## src/rtl/stopwatch_core.sv

```systemverilog
// Stopwatch core: debounced start/lap/clear buttons drive a BCD SS.hh counter
// with a lap register and a sticky overflow state at 99.99.
module stopwatch_core #(
    parameter int CLK_HZ          = 100_000_000,
    parameter int TICK_HZ         = 100,
    parameter int DEBOUNCE_CYCLES = 1_000_000
) (
    input  logic       clk,
    input  logic       rst,
    input  logic       btn_start,
    input  logic       btn_lap,
    input  logic       btn_clear,
    output logic [3:0] d3,
    output logic [3:0] d2,
    output logic [3:0] d1,
    output logic [3:0] d0,
    output logic [3:0] l3,
    output logic [3:0] l2,
    output logic [3:0] l1,
    output logic [3:0] l0,
    output logic       run,
    output logic       start_press,
    output logic       lap_press,
    output logic       flash,
    output logic [1:0] dbg_state
);

    localparam int DIV = CLK_HZ / TICK_HZ;
    localparam int PW  = (DIV > 2) ? $clog2(DIV) : 1;
    localparam int DW  = $clog2(DEBOUNCE_CYCLES + 1);

    typedef enum logic [1:0] {
        S_IDLE  = 2'd0,
        S_RUN   = 2'd1,
        S_PAUSE = 2'd2,
        S_OVF   = 2'd3
    } state_t;

    state_t state, state_nx;

    // ---------------- button conditioning ----------------
    logic [2:0]    btn_raw;
    logic [2:0]    sync1, sync2, acc, press_r;
    logic [DW-1:0] db_cnt [3];
    logic          clear_press;

    assign btn_raw = {btn_clear, btn_lap, btn_start};

    // The press pulse is produced in the same edge that accepts a new high
    // level, so it comes straight out of a flop.
    always_ff @(posedge clk or posedge rst) begin
        if (rst) begin
            sync1   <= '0;
            sync2   <= '0;
            acc     <= '0;
            press_r <= '0;
            for (int i = 0; i < 3; i++) db_cnt[i] <= '0;
        end else begin
            sync1 <= btn_raw;
            sync2 <= sync1;
            for (int i = 0; i < 3; i++) begin
                press_r[i] <= 1'b0;
                if (sync2[i] == acc[i]) begin
                    db_cnt[i] <= '0;
                end else if (db_cnt[i] == DW'(DEBOUNCE_CYCLES - 1)) begin
                    acc[i]     <= sync2[i];
                    press_r[i] <= sync2[i];
                    db_cnt[i]  <= '0;
                end else begin
                    db_cnt[i] <= db_cnt[i] + 1'b1;
                end
            end
        end
    end

    assign start_press = press_r[0];
    assign lap_press   = press_r[1];
    assign clear_press = press_r[2];

    // ---------------- control FSM ----------------
    logic [PW-1:0] presc;
    logic          tick, at_max, do_clear;

    assign tick     = (state == S_RUN) && (presc == PW'(DIV - 1));
    assign at_max   = (d3 == 4'd9) && (d2 == 4'd9) && (d1 == 4'd9) && (d0 == 4'd9);
    assign do_clear = clear_press && (state != S_RUN);

    always_ff @(posedge clk or posedge rst) begin
        if (rst) state <= S_IDLE;
        else     state <= state_nx;
    end

    // Clear beats start when both arrive together outside RUN.
    always_comb begin
        state_nx = state;
        case (state)
            S_IDLE: begin
                if (clear_press)      state_nx = S_IDLE;
                else if (start_press) state_nx = S_RUN;
            end
            S_RUN: begin
                if (tick && at_max)   state_nx = S_OVF;
                else if (start_press) state_nx = S_PAUSE;
            end
            S_PAUSE: begin
                if (clear_press)      state_nx = S_IDLE;
                else if (start_press) state_nx = S_RUN;
            end
            S_OVF: begin
                if (clear_press)      state_nx = S_IDLE;
            end
            default: state_nx = S_IDLE;
        endcase
    end

    always_ff @(posedge clk or posedge rst) begin
        if (rst) begin
            run   <= 1'b0;
            flash <= 1'b0;
        end else begin
            run   <= (state_nx == S_RUN);
            flash <= (state_nx == S_OVF);
        end
    end

    assign dbg_state = state;

    // ---------------- BCD datapath ----------------
    logic [3:0] nd3, nd2, nd1, nd0;

    always_comb begin
        nd3 = d3;
        nd2 = d2;
        nd1 = d1;
        nd0 = d0;
        if (d0 >= 4'd9) begin
            nd0 = 4'd0;
            if (d1 >= 4'd9) begin
                nd1 = 4'd0;
                if (d2 >= 4'd9) begin
                    nd2 = 4'd0;
                    nd3 = (d3 >= 4'd9) ? 4'd0 : d3 + 4'd1;
                end else begin
                    nd2 = d2 + 4'd1;
                end
            end else begin
                nd1 = d1 + 4'd1;
            end
        end else begin
            nd0 = d0 + 4'd1;
        end
    end

    // Lap copies the current (pre-increment) digits, so a lap that lands on a
    // tick or on a stop sees the value shown during that cycle.
    always_ff @(posedge clk or posedge rst) begin
        if (rst) begin
            presc          <= '0;
            {d3, d2, d1, d0} <= '0;
            {l3, l2, l1, l0} <= '0;
        end else if (do_clear) begin
            presc          <= '0;
            {d3, d2, d1, d0} <= '0;
            {l3, l2, l1, l0} <= '0;
        end else begin
            if (state == S_RUN) begin
                presc <= tick ? '0 : presc + 1'b1;
                if (tick && !at_max) {d3, d2, d1, d0} <= {nd3, nd2, nd1, nd0};
                if (lap_press)       {l3, l2, l1, l0} <= {d3, d2, d1, d0};
            end
        end
    end

endmodule
```

## config.mk

```make
export PLATFORM = sky130hd
export DESIGN_NAME = stopwatch_core
export DESIGN_NICKNAME = d
export VERILOG_FILES = /design/src/rtl/stopwatch_core.sv
export SDC_FILE = /design/constraint.sdc
export NUM_CORES = 1
export LEC_CHECK = 0
export CORE_UTILIZATION = 26
export CTS_CLUSTER_SIZE = 25
export DETAILED_ROUTE_END_ITERATION = 12
export HOLD_SLACK_MARGIN = 0.08
export SYNTH_ARGS = -nofsm -noshare
export SYNTH_HDL_FRONTEND = slang
export SYNTH_SLANG_ARGS = --single-unit
```

## constraint.sdc

```tcl
create_clock -name clk -period 6.04 [get_ports clk]
set_input_delay 1.812 -clock clk [delete_from_list [all_inputs] [get_ports clk]]
set_output_delay 1.812 -clock clk [all_outputs]
set_load 0.05 [all_outputs]
```

# --- Yosys cells after proc, flatten, opt, wreduce, memory -nomap -nowiden ---
# Cells that the tools add are included.
op_classes:
  magnitude_cmp: 4
  addsub: 8
  n_eq_ne: 17
  n_mux: 55
  n_reduce_logical: 24
  bitwise_logic: 3
op_table:
  columns: ["op", "n"]
  rows:
  - ["2-to-1 mux 20 bit", 9]
  - ["2-to-1 mux 4 bit", 34]
  - ["adder 20 x 1 -> 20 bit (second input constant)", 4]
  - ["equality test 20 bit (second input constant)", 4]
  - ["adder 4 x 1 -> 4 bit (second input constant)", 4]
  - ["equality test 4 bit (second input constant)", 4]
  - [">= comparator 4 bit (second input constant)", 4]
  - ["nonzero test 2 bit", 6]
  - ["2-to-1 mux 2 bit", 5]
  - ["AND reduction 2 bit", 5]
  - ["logical AND 1 bit", 7]
  - ["equality test 2 bit (second input constant)", 3]
  - ["2-to-1 mux 1 bit", 6]
  - ["one-hot mux 2 bit (3 select lines)", 1]
  - ["AND reduction 5 bit", 1]
  - ["equality test 2 x 1 -> 1 bit (second input constant)", 2]
  - ["AND reduction 4 bit", 1]
  - ["equality test 1 bit", 3]
  - ["NOT 1 bit", 3]
  - ["AND reduction 3 bit", 1]
  - ["logical NOT 2 bit", 1]
  - ["inequality test 2 x 1 -> 1 bit (second input constant)", 1]
  - ["OR reduction 2 bit", 1]
  - ["logical NOT 1 bit", 1]
word_totals:
  register_bits: 128
  word_cells: 132
  inputBits: 5

# --- Logic depth before layout (Yosys ltp) ---
logic_depth:
  ltp_word: 9
  mapped_depth: 8
  ltp_nobuf: 7

# --- Least setup slack after synthesis ---
# Ideal clock, no wire load.
synth_path:
  path_kind: "register -> output"
  start: "register d0[0]"
  end: "output port d0[0]"
  arrival_time_ns: 0.690
  stages_incl_launch_ff: 1
  slack_ns: 3.538
  path_buffers: 0
  cell_sequence: "dfrtp_1"
synth_rtl:
  columns: ["element", "line_no", "rtl"]
  rows:
  - ["start: declaration", "16", "output logic [3:0] d0,"]
  - ["start signal: assignment", "168", "if (tick && !at_max) {d3, d2, d1, d0} <= {nd3, nd2, nd1, nd0};"]
# No word-level cell between the ends.

# --- Worst setup path after layout ---
layout_path:
  start: "register d1[2]"
  end: "output port d1[2]"
layout_rtl:
  columns: ["element", "line_no", "rtl"]
  rows:
  - ["start: declaration", "15", "output logic [3:0] d1,"]
  - ["start signal: assignment", "168", null]
# No word-level cell between the ends.

==> results.yml <==
sta:
  min_period_ns: 3.57
  setup_viol: 0
  clock_skew_ns: 0.00766
  relSlewSlack_pct: 36.1
  rsz0062_at_grt: "no"
  finalSetupTns_ns: 0
  slew_viol_final: 0
  worst_slew_pin_slew_ns: 0.950
  whs_ns: 0.351
  finalCritPeriodShare_pct: 59.1
  hold_violations: 0
  fmax_mhz: 280
worst_hold_path:
  min_path_type: "register to register"
  worstHoldStart: "sync1[0]$_DFF_PP0_"
  hold_end: "sync2[0]$_DFF_PP0_"
  min_path_cells: 0
logic_synthesis:
  ys_async_sr_fraction_pct: 100
  ys.flop_type: "dfrtp_1"
  ys_warn_count: 0
  synth_nets: 638
  avgSynthCellArea_um2: 10.1
  ys_ff_latch: 128
  ys_seq_area_share_pct: 51.4
  synth_area_um2: 6230
  synth-edff-count: 0
  synthCells: 617
  synth_cell_types: 61
pwr:
  power_uw: 2020
  ir_drop_mv: 0.162
  switching_power_uw: 412
  pwr-share-seq_pct: 43.1
  p_leak_uw: 0.00319
  p_per_area_nw_per_um2: 266
  pwr-share-comb_pct: 1.8
  p_int_uw: 1610
  p_clk_share_pct: 55.1
  sw_frac_of_total_pct: 20.4
worst_setup_path:
  cp.required_ns: 4.23
  reg2reg_from: "presc[0]$_DFFE_PP0N_"
  critPathMaxFanout: 8
  r2r-end: "presc[6]$_DFFE_PP0N_"
  endpoint_kind: "primary output"
  slowest_stage: "clkdlybuf4s50_1"
  r2r_slack_ns: 3.59
  worst_r2r_path_depth: 7
  cpPeakStageDelay_ns: 0.86
  cp-start-kind: "register"
  crit_family: "buffers and inverters"
  cp_num_buf_inv: 1
  cp_cell_sequence: "clkdlybuf4s50_1"
  worstSetupPathType: "register to primary output"
  worst-endpoint-arrival_ns: 1.76
layout:
  multi_input_area_um2: 2840
  n_fill_cell: 2389
  final_util_pct: 32.4
  layout_common_cells: "dfrtp_1 (128), nor2_1 (84), nand2_1 (44), clkdlybuf4s50_1 (42), nand3_1 (32)"
  area_growth_syn_to_layout_pct: 22.2
  stdcell_count: 992
  layout-drive-gt1-share_pct: 7.73
  seq_area_um2: 3200
  fin_nets: 682
  final_common_cell: "dfrtp_1"
  n_antenna_cell: 0
global_route:
  grt_usage_pct: 11.5
  grt_start_max_net_pins: 104
  grt_pass1_wl_um: 22000
  grt_pass1_vias: 4384
  antenna_found_initial: 0
  overflow: 0
floorplanning:
  fp.coreArea_um2: 23500
  ios: 43
  dieArea_um2: 24600
  die_y_um: 157
  num_rows: 56
  die_w_um: 157
  start_util_pct: 26.5
clock_network:
  htreeDepth: 4
  postCtsHoldBufs: 0
  ctsResizeCount: 0
  cts_inserted_buffers: 17
  clk_latency_ns: 0.42
  cts_tree: "done"
  clock-sinks: 128
  clk_pin_slew_worst_paths_ns: 0.06
  root_buffer: "clkbuf_16"
  cts_setup_buffers: 0
  clockBufferDepth: 2
drt:
  via_per_inst: 4.64
  drtIter0Drc: 250
  drt_wl_total_um: 12800
  wl_per_cell_um: 12.9
  detail-route-antenna-nets: 0
  num_vias: 4603
  dr.pass1.iters: 5
  drcViolationCount: 0
placement:
  hpwl_um: 8470
  portBuffers: 42
  gp_congestion: 0.762
  dp_cells: 961
job:
  maxCapViolations: 0
run_status:
  outcome: "finished, final reports clean"
[power groups by stage]
stage	clock network, uW	logic [uW]	registers, uW
2_1_floorplan	0	26.6	885
3_3_place_gp	0	37.4	886
3_5_place_dp	0	37.9	886
4_1_cts	1140	38.1	871
5_1_grt	1180	43.5	871
6_report	1110	35.8	871
[worst max path at each step]
stage,start,to,cells after the start
3_5_place_dp,rst,db_cnt[56]$_DFF_PP0_,3
5_1_grt,press_r[0]$_DFF_PP0_,start_press,1
4_1_cts,press_r[0]$_DFF_PP0_,start_press,1
2_1_floorplan,rst,acc[0]$_DFFE_PP0P_,1
6_report,d1[2]$_DFFE_PP0P_,d1[2],1
3_3_place_gp,rst,db_cnt[56]$_DFF_PP0_,3
[final cells by class]
class / count / area share [%]
clock buffers: 19 / 5.82
clock inverters: 12 / 2.50
inverters: 24 / 1.25
multi-input cells: 445 / 37.3
flip-flops and latches: 128 / 42.1
well taps: 319 / 5.24
repair buffers: 45 / 5.82
[metal layers]
layer	share of wire (%)	wire, um	GRT usage, %
met2	43	5540	16.5
met5	0	0	0
met3	3.1	394	3.63
met4	1.7	221	4.62
met1	52	6610	15.7
[kinds of logic after synthesis]
family	Yosys count	synth area share (%)
simple gates	277	23.6
mux	6	1.04
flops	128	51.4
xor+xnor	58	8.16
fa+ha+maj	16	3.21
buf+inv	44	2.99
compound gates	88	9.56
[worst reg2reg max path, delay by kind of cell (launching register included)]
family | cells | cell delay, ns
AOI/OAI and AO/OA | 3 | 0.95
and+or+nand+nor | 2 | 0.41
DFF | 1 | 0.41
buffers and inverters | 1 | 0.35
adders and majority gates | 1 | 0.26
[state kept, by name, summed over array words and instances, names as in the netlist, 2 cells and up]
| register | flops |
|---|---|
| dbg_state | 2 |
| sync2 | 3 |
| d2 | 4 |
| db_cnt | 60 |
| presc | 20 |
| l2 | 4 |
| d1 | 4 |
| sync1 | 3 |
| d3 | 4 |
| press_r | 3 |
| d0 | 4 |
| l0 | 4 |
| l3 | 4 |
| acc | 3 |
| l1 | 4 |
[cell usage after synthesis (all sizes together), types with 2 or more instances]
master	number	area share, %
dfrtp	128	51
nor2	85	5.2
nand2	45	2.8
nand3	33	2.9
xor2	31	4.4
nand4	29	3.2
a21oi	27	2.2
xnor2	27	3.8
inv	24	1.4
a22o	20	2.8
and3	18	1.8
ha	16	3.2
o21ai	12	0.96
buf	10	0.94
clkbuf	10	0.60
a31oi	9	0.90
nor3	9	0.80
nor4	9	0.90
and4	6	0.84
nand2b	6	0.60
nor2b	6	0.60
nor3b	5	0.60
o31ai	5	0.60
and2	4	0.40
mux2	4	0.72
nand3b	3	0.36
or4	3	0.36
a21o	2	0.24
and4b	2	0.32
and4bb	2	0.46
mux2i	2	0.32
nor4bb	2	0.32
o221a	2	0.36
or2b	2	0.24
or3	2	0.20
or3b	2	0.28
[per-stage QoR]
step | worst slack (ns) | area [um^2]
after global routing | 2.39 | 7610
after CTS | 2.42 | 7610
after floorplan | 0.815 | 6230
final | 2.47 | 7610
after detailed placement | 2.61 | 6980
after global placement | 2.63 | 6980
Power figures use the tool's default switching activity.
